`config.mk`:
```
export PLATFORM = sky130hd
export DESIGN_NAME = range_sweep_gen_flat
export DESIGN_NICKNAME = d
export VERILOG_FILES = /design/src/rtl/range_sweep_gen_pkg.sv /design/src/rtl/range_sweep_gen_if.sv /design/src/rtl/range_sweep_gen_delay_cnt.sv /design/src/rtl/range_sweep_gen.sv /design/src/flat_wrapper.sv
export SDC_FILE = /design/constraint.sdc
export NUM_CORES = 1
export LEC_CHECK = 0
export ABC_AREA = 1
export BUFFER_PORTS_ARGS = -buffer_cell sky130_fd_sc_hd__clkbuf_2
export CAP_MARGIN = 25
export CORE_UTILIZATION = 50
export CTS_CLUSTER_DIAMETER = 40
export DETAILED_ROUTE_END_ITERATION = 10
export PLACE_DENSITY = 0.74
export SYNTH_ARGS = -nofsm -noshare
export SYNTH_HDL_FRONTEND = slang
export SYNTH_HIERARCHICAL = 1
export SYNTH_SLANG_ARGS = --single-unit
export TNS_END_PERCENT = 100
```
`constraint.sdc`:
```
create_clock -name clk -period 3.2 [get_ports clk]
set_input_delay 0.64 -clock clk [delete_from_list [all_inputs] [get_ports clk]]
set_output_delay 0.64 -clock clk [all_outputs]
set_load 0.005 [all_outputs]
```
`src/rtl/range_sweep_gen_pkg.sv`:
```
// range_sweep_pkg: shared types and defaults for the sweep generator; RANGE_SWEEP_REPEAT_EN adds the repeat flag to the config
package range_sweep_pkg;
    localparam int W_DEF = 32;
    localparam int DLY_W_DEF = 16;
    typedef enum logic [1:0] {IDLE, EMIT, GAP} sweep_state_e;
    typedef struct packed {
        logic [W_DEF-1:0] start;
        logic [W_DEF-1:0] stop;
        logic [W_DEF-1:0] step;
        logic [DLY_W_DEF-1:0] delay;
`ifdef RANGE_SWEEP_REPEAT_EN
        logic rpt;
`endif
    } sweep_cfg_t;
endpackage

```
`src/rtl/range_sweep_gen_if.sv`:
```
// range_sweep_gen_if: control, config and valid/ready stream of the sweep generator; RANGE_SWEEP_REPEAT_EN adds cfg_repeat_i
interface range_sweep_gen_if
    import range_sweep_pkg::*;
#(
    parameter int W = W_DEF,
    parameter int DLY_W = DLY_W_DEF
);
    logic start_i;
    logic [W-1:0] cfg_start_i;
    logic [W-1:0] cfg_stop_i;
    logic [W-1:0] cfg_step_i;
    logic [DLY_W-1:0] cfg_delay_i;
`ifdef RANGE_SWEEP_REPEAT_EN
    logic cfg_repeat_i;
`endif
    logic abort_i;
    logic [W-1:0] val_o;
    logic valid_o;
    logic ready_i;
    logic busy_o;
    logic done_o;
    modport master (
`ifdef RANGE_SWEEP_REPEAT_EN
        input cfg_repeat_i,
`endif
        input start_i, cfg_start_i, cfg_stop_i, cfg_step_i, cfg_delay_i, abort_i, ready_i,
        output val_o, valid_o, busy_o, done_o
    );
    modport slave (
`ifdef RANGE_SWEEP_REPEAT_EN
        output cfg_repeat_i,
`endif
        output start_i, cfg_start_i, cfg_stop_i, cfg_step_i, cfg_delay_i, abort_i, ready_i,
        input val_o, valid_o, busy_o, done_o
    );
endinterface

```
`src/rtl/range_sweep_gen_delay_cnt.sv`:
```
// sweep_delay_cnt: loadable down-counter timing the idle gap between beats
module sweep_delay_cnt #(
    parameter int DLY_W = 16
) (
    input  logic             clk,
    input  logic             rst_n,
    input  logic             load,
    input  logic [DLY_W-1:0] value,
    output logic             zero
);
    logic [DLY_W-1:0] cnt;
    // load on request, otherwise count down and rest at zero
    always_ff @(posedge clk) begin
        if (!rst_n) cnt <= '0;
        else if (load) cnt <= value;
        else if (cnt != '0) cnt <= cnt - DLY_W'(1);
    end
    assign zero = (cnt == '0);
endmodule

```
`src/rtl/range_sweep_gen.sv`:
```
// range_sweep_gen: emits start, start+step, .. stop over valid/ready with optional gap; RANGE_SWEEP_REPEAT_EN enables continuous passes
module range_sweep_gen
    import range_sweep_pkg::*;
#(
    parameter int W = W_DEF,
    parameter int DLY_W = DLY_W_DEF
) (
    input logic clk,
    input logic rst_n,
    range_sweep_gen_if.master bus
);
    sweep_state_e state;
    sweep_cfg_t cfg;
    logic [W-1:0] cur_start, cur_stop, cur_step;
    logic [DLY_W-1:0] dly_cfg;
    logic [W:0] nxt;
    logic last, hs, rpt, dly_zero;
    assign cur_start = cfg.start[W-1:0];
    assign cur_stop  = cfg.stop[W-1:0];
    assign cur_step  = cfg.step[W-1:0];
    assign dly_cfg   = cfg.delay[DLY_W-1:0];
    // one extra bit so a step past the top of the range ends the sweep instead of wrapping
    assign nxt  = {1'b0, bus.val_o} + {1'b0, cur_step};
    assign last = nxt > {1'b0, cur_stop};
    assign hs   = (state == EMIT) && bus.ready_i;
`ifdef RANGE_SWEEP_REPEAT_EN
    assign rpt = cfg.rpt;
`else
    assign rpt = 1'b0;
`endif
    sweep_delay_cnt #(.DLY_W(DLY_W)) u_dly (
        .clk  (clk),
        .rst_n(rst_n),
        .load (hs),
        .value(dly_cfg - DLY_W'(1)),
        .zero (dly_zero)
    );
    // sweep FSM with registered stream and status outputs; abort beats everything
    always_ff @(posedge clk) begin
        if (!rst_n) begin
            state       <= IDLE;
            cfg         <= '0;
            bus.val_o   <= '0;
            bus.valid_o <= 1'b0;
            bus.busy_o  <= 1'b0;
            bus.done_o  <= 1'b0;
        end else begin
            bus.done_o <= 1'b0;
            if (bus.abort_i) begin
                state       <= IDLE;
                bus.val_o   <= '0;
                bus.valid_o <= 1'b0;
                bus.busy_o  <= 1'b0;
            end else begin
                case (state)
                    IDLE: if (bus.start_i) begin
                        cfg.start <= W_DEF'(bus.cfg_start_i);
                        cfg.stop  <= W_DEF'(bus.cfg_stop_i);
                        cfg.step  <= (bus.cfg_step_i == '0) ? W_DEF'(1) : W_DEF'(bus.cfg_step_i);
                        cfg.delay <= DLY_W_DEF'(bus.cfg_delay_i);
`ifdef RANGE_SWEEP_REPEAT_EN
                        cfg.rpt   <= bus.cfg_repeat_i;
`endif
                        if (bus.cfg_start_i <= bus.cfg_stop_i) begin
                            state       <= EMIT;
                            bus.val_o   <= bus.cfg_start_i;
                            bus.valid_o <= 1'b1;
                            bus.busy_o  <= 1'b1;
                        end else bus.done_o <= 1'b1;
                    end
                    EMIT: if (bus.ready_i) begin
                        bus.done_o <= last;
                        if (last && !rpt) begin
                            state       <= IDLE;
                            bus.valid_o <= 1'b0;
                            bus.busy_o  <= 1'b0;
                        end else begin
                            bus.val_o   <= last ? cur_start : nxt[W-1:0];
                            state       <= (dly_cfg == '0) ? EMIT : GAP;
                            bus.valid_o <= (dly_cfg == '0);
                        end
                    end
                    GAP: if (dly_zero) begin
                        state       <= EMIT;
                        bus.valid_o <= 1'b1;
                    end
                    default: state <= IDLE;
                endcase
            end
        end
    end
endmodule

```
`src/flat_wrapper.sv`:
```
// flat-port wrapper written by rule: the top's interface ports become plain ports
module range_sweep_gen_flat import range_sweep_pkg::*;
#(
    parameter int W = W_DEF,
    parameter int DLY_W = DLY_W_DEF
)
  (clk, rst_n, bus_start_i, bus_cfg_start_i, bus_cfg_stop_i, bus_cfg_step_i, bus_cfg_delay_i, bus_abort_i, bus_ready_i, bus_val_o, bus_valid_o, bus_busy_o, bus_done_o);
  range_sweep_gen_if #(.W(W), .DLY_W(DLY_W)) bus_i ();
  input logic clk;
  input logic rst_n;
  input wire logic [$bits(bus_i.start_i)-1:0] bus_start_i;
  input wire logic [$bits(bus_i.cfg_start_i)-1:0] bus_cfg_start_i;
  input wire logic [$bits(bus_i.cfg_stop_i)-1:0] bus_cfg_stop_i;
  input wire logic [$bits(bus_i.cfg_step_i)-1:0] bus_cfg_step_i;
  input wire logic [$bits(bus_i.cfg_delay_i)-1:0] bus_cfg_delay_i;
  input wire logic [$bits(bus_i.abort_i)-1:0] bus_abort_i;
  input wire logic [$bits(bus_i.ready_i)-1:0] bus_ready_i;
  output wire logic [$bits(bus_i.val_o)-1:0] bus_val_o;
  output wire logic [$bits(bus_i.valid_o)-1:0] bus_valid_o;
  output wire logic [$bits(bus_i.busy_o)-1:0] bus_busy_o;
  output wire logic [$bits(bus_i.done_o)-1:0] bus_done_o;
  assign bus_i.start_i = bus_start_i;
  assign bus_i.cfg_start_i = bus_cfg_start_i;
  assign bus_i.cfg_stop_i = bus_cfg_stop_i;
  assign bus_i.cfg_step_i = bus_cfg_step_i;
  assign bus_i.cfg_delay_i = bus_cfg_delay_i;
  assign bus_i.abort_i = bus_abort_i;
  assign bus_i.ready_i = bus_ready_i;
  assign bus_val_o = bus_i.val_o;
  assign bus_valid_o = bus_i.valid_o;
  assign bus_busy_o = bus_i.busy_o;
  assign bus_done_o = bus_i.done_o;
  range_sweep_gen #(.W(W), .DLY_W(DLY_W)) u_core (.clk(clk), .rst_n(rst_n), .bus(bus_i));
endmodule
```
==> flow_summary.yaml <==
grt:
  antenna_found_initial: 0
  grt_max_degree: 114
  grt_pass1_vias: 10752
  grtUsageTotal: 0.338
  grt_pass1_wl_um: 53300
  grt_overflow: 0
timing:
  period_needed_ns: 3.59
  setup_viol: 37
  rsz0062_at_grt: "true"
  worst_slew_pin_slew_ns: 1.01
  max_slew_margin: 0.328
  hold_viol: 0
  fmax_ghz: 0.278
  fin_crit_sh: 1.12
  fin_worst_skew_ns: 0.0118
  setup_ws_ns: -0.393
  drv_slew: 0
synth:
  synth.cell_area_um2: 10000
  syn_inst: 1580
  seq_area_frac_synth: 0.265
  avgSynthCellArea_um2: 6.35
  synth-seq-cells: 133
  synth_top_family_by_area: "simple AND/OR/NAND/NOR gates"
  synth_top_area_frac: 0.265
  muxShareOfSynthArea: 0.00598
  yosysWarnings: 6
  synth_compound_area_frac: 0.135
  netlist-cell-type-count: 46
  async_reset_ff_frac: 0
  synth.largest_area_cell: "dfxtp_1"
  synth-xor-area-share: 0.0314
  synth_area_leaders: "dfxtp_1 27%, nand2_1 14%, ha_1 12%"
  synthFlopType: "dfxtp_1"
  synth_edf_count: 0
  synthSimpleGateAreaFrac: 0.341
  syn-num-nets: 1796
  synth_fa_ha_area_frac: 0.124
placement:
  placed_cell_area_um2: 12300
  place_congestion: 1.02
  dp_slack_ns: -0.515
  place_hpwl_um: 26000
  port-buffer-count: 151
final_layout:
  fillers: 1636
  diodes: 0
  drive_above_1_share: 0.316
  nets: 2110
  area_growth_pct: 40.6
  post-route-cell-area_um2: 14100
  fin_util: 0.720
routing:
  drt-initial-drc-count: 869
  via_per_inst: 5.27
  drc_errors: 0
  ant_nets: 0
  wl_per_cell_um: 16.0
  routed_wirelength_um: 34900
  vias: 11439
  firstDrtPassIters: 5
setup_path:
  worstPathRequired_ns: 3.57
  crit_arrival_ns: 3.96
  path_max_fanout: 5
  critical_path_class: "reg2reg"
  rrSetupSlack_ns: -0.39
  rr_startpoint: "u_core/cur_step[7]"
  end_kind: "flop"
  r2r-end: "u_core/bus.val_o[29]"
  start_kind: "flop"
  ff2ff_path_depth: 20
worst_hold_path:
  holdPathEnd: "u_core/dly_cfg[6]"
  hp-class: "in2reg"
  hold_start: "bus_cfg_delay_i[6]"
  min_delay_path_depth: 3
floorplan:
  fp.dieW_um: 144
  dieArea_um2: 20700
  rows: 51
  ios: 152
  die_h_um: 144
  initial_core_util: 0.513
  coreArea_um2: 19600
clocking:
  cts_buffer_depth: 2
  clock_latency_ns: 0.43
  cts_max_level: 4
  cts_sinks: 133
  cts-root-buf: "clkbuf_16"
  clkTransAtPathRegs_ns: 0.07
  cts_tree: "done"
  cts-buffers-inserted: 17
status:
  violations: "setup timing"
  status: "complete, but fails checks"
pwr:
  p_per_area_nw_per_um2: 522
  ir_drop_v: 0.000340
  p_leak_uw: 0.00716
job:
  maxCapViolations: 0
==> layout by cell type, fill, tap and decap left out, types with 21 or more instances in the layout <==
| cell | instances |
|---|---|
| ha_4 | 29 |
| xor2_1 | 21 |
| nor2_2 | 33 |
| nand3_1 | 53 |
| nand2_1 | 324 |
| ha_1 | 69 |
| a21oi_1 | 96 |
| dfxtp_2 | 25 |
| inv_1 | 197 |
| dfxtp_1 | 104 |
| nand2_2 | 34 |
| o21ai_0 | 103 |
| nor2_1 | 231 |
| clkbuf_2 | 151 |
| buf_4 | 179 |
==> Yosys cell counts, types with 2 or more instances <==
library cell  count
nand2_1         363
nor2_1          270
inv_1           201
dfxtp_1         133
a21oi_1         119
o21ai_0         115
ha_1             98
nand3_1          67
clkbuf_1         38
xor2_1           26
nand3b_1         19
nand4_1          18
nor4_1           13
and2_1           12
nor3_1           11
xnor2_1          10
mux2i_1           6
nand2_2           6
o21bai_1          6
a21o_1            4
nor2_2            4
o21a_1            4
buf_2             3
buf_6             3
nand2_4           3
a21boi_0          2
a21oi_2           2
buf_4             2
inv_2             2
nand3_2           2
nor2_4            2
nor2_8            2
==> metal layers <==
layer,vias to the layer above,GRT usage,wire length (um)
li1,5718,-,-
met1,5205,0.435,15300
met2,441,0.547,15700
met3,75,0.0710,2650
met4,0,0.141,1190
met5,-,0,0
==> worst max path at each step <==
stage / from / to / slack (ns)
2_1_floorplan: u_core/bus.val_o[0] / u_core/bus.val_o[12] / -0.04
5_1_grt: u_core/cur_step[0] / u_core/bus.val_o[10] / -0.58
4_1_cts: u_core/cur_step[0] / u_core/bus.val_o[29] / -0.36
3_3_place_gp: u_core/cur_step[6] / u_core/bus.val_o[16] / -0.52
6_report: u_core/cur_step[7] / u_core/bus.val_o[29] / -0.39
3_5_place_dp: u_core/cur_step[12] / u_core/bus.val_o[29] / -0.52
==> sequential cells by signal, summed over array words and instances, names as in the netlist <==
signal / cells
u_core/dly_cfg: 16
u_core/bus.val_o: 32
u_core/bus.done_o: 1
u_core/u_dly/cnt: 16
u_core/cur_step: 32
u_core/bus.busy_o: 1
u_core/state: 2
u_core/cur_stop: 32
u_core/bus.valid_o: 1
==> metrics by stage <==
stage                     hold WS [ns]  total power [uW]  TNS (ns)  std cells
after floorplan                  0.448              3990    -0.809       1580
after CTS                        0.422              7110    -11.14       2162
after global routing             0.432              7840    -19.55       2172
after detailed placement         0.473              4950    -17.38       2122
final                            0.438              7360    -12.47       2172
after global placement           0.466              4900    -16.91       2122
==> logic make-up (layout without fill, tap and decap cells) <==
family,after synthesis,in the layout
AO/OA/AOI/OAI,258,258
XOR/XNOR,36,36
adder cells (fa/ha/maj),99,99
buffers and inverters,251,578
flip-flops,133,133
multiplexers,6,6
AND/OR/NAND/NOR,797,797
==> what timing repair did <==
action | CTS | global route
pin swaps | 39 | 49
endpoints found under the setup margin | 37 | 37
buffers inserted | 8 | 8
gates cloned | 0 | 1
resized for setup | 122 | 137
hold buffers | 0 | 0
==> critical path, stage by stage, from the launching register on <==
cell and delay (ns):
dfxtp_2 0.39, ha_4 0.24, nand2_1 0.07, nand2_1 0.10
buf_4 0.16, a21oi_4 0.17, a21oi_4 0.09, o21ai_2 0.19
nand3b_1 0.17, and2_4 0.21, ha_4 0.26, nand4_1 0.16
nor4_2 0.29, nand4_1 0.11, or2_4 0.26, nand3_4 0.15
nand2_8 0.12, buf_6 0.16, nand2_2 0.05, nand2_1 0.05
nor2_2 0.12
==> power breakdown <==
group	total (uW)	switching, uW	internal [uW]
registers	2090	212	1880
clock network	2000	839	1160
logic	3280	1910	1370
total	7360	2960	4410
==> area by class of cell <==
type / instances / area (um2) / share of cell area
clock inverters: 13 / 146 / 0.0104
repair buffers: 341 / 2270 / 0.161
inverters: 205 / 782 / 0.0554
clock buffers: 19 / 433 / 0.0307
well taps: 265 / 332 / 0.0235
multi-input cells: 1196 / 7440 / 0.527
flip-flops and latches: 133 / 2710 / 0.192
Note: power is estimated with default switching activity, not from simulation.
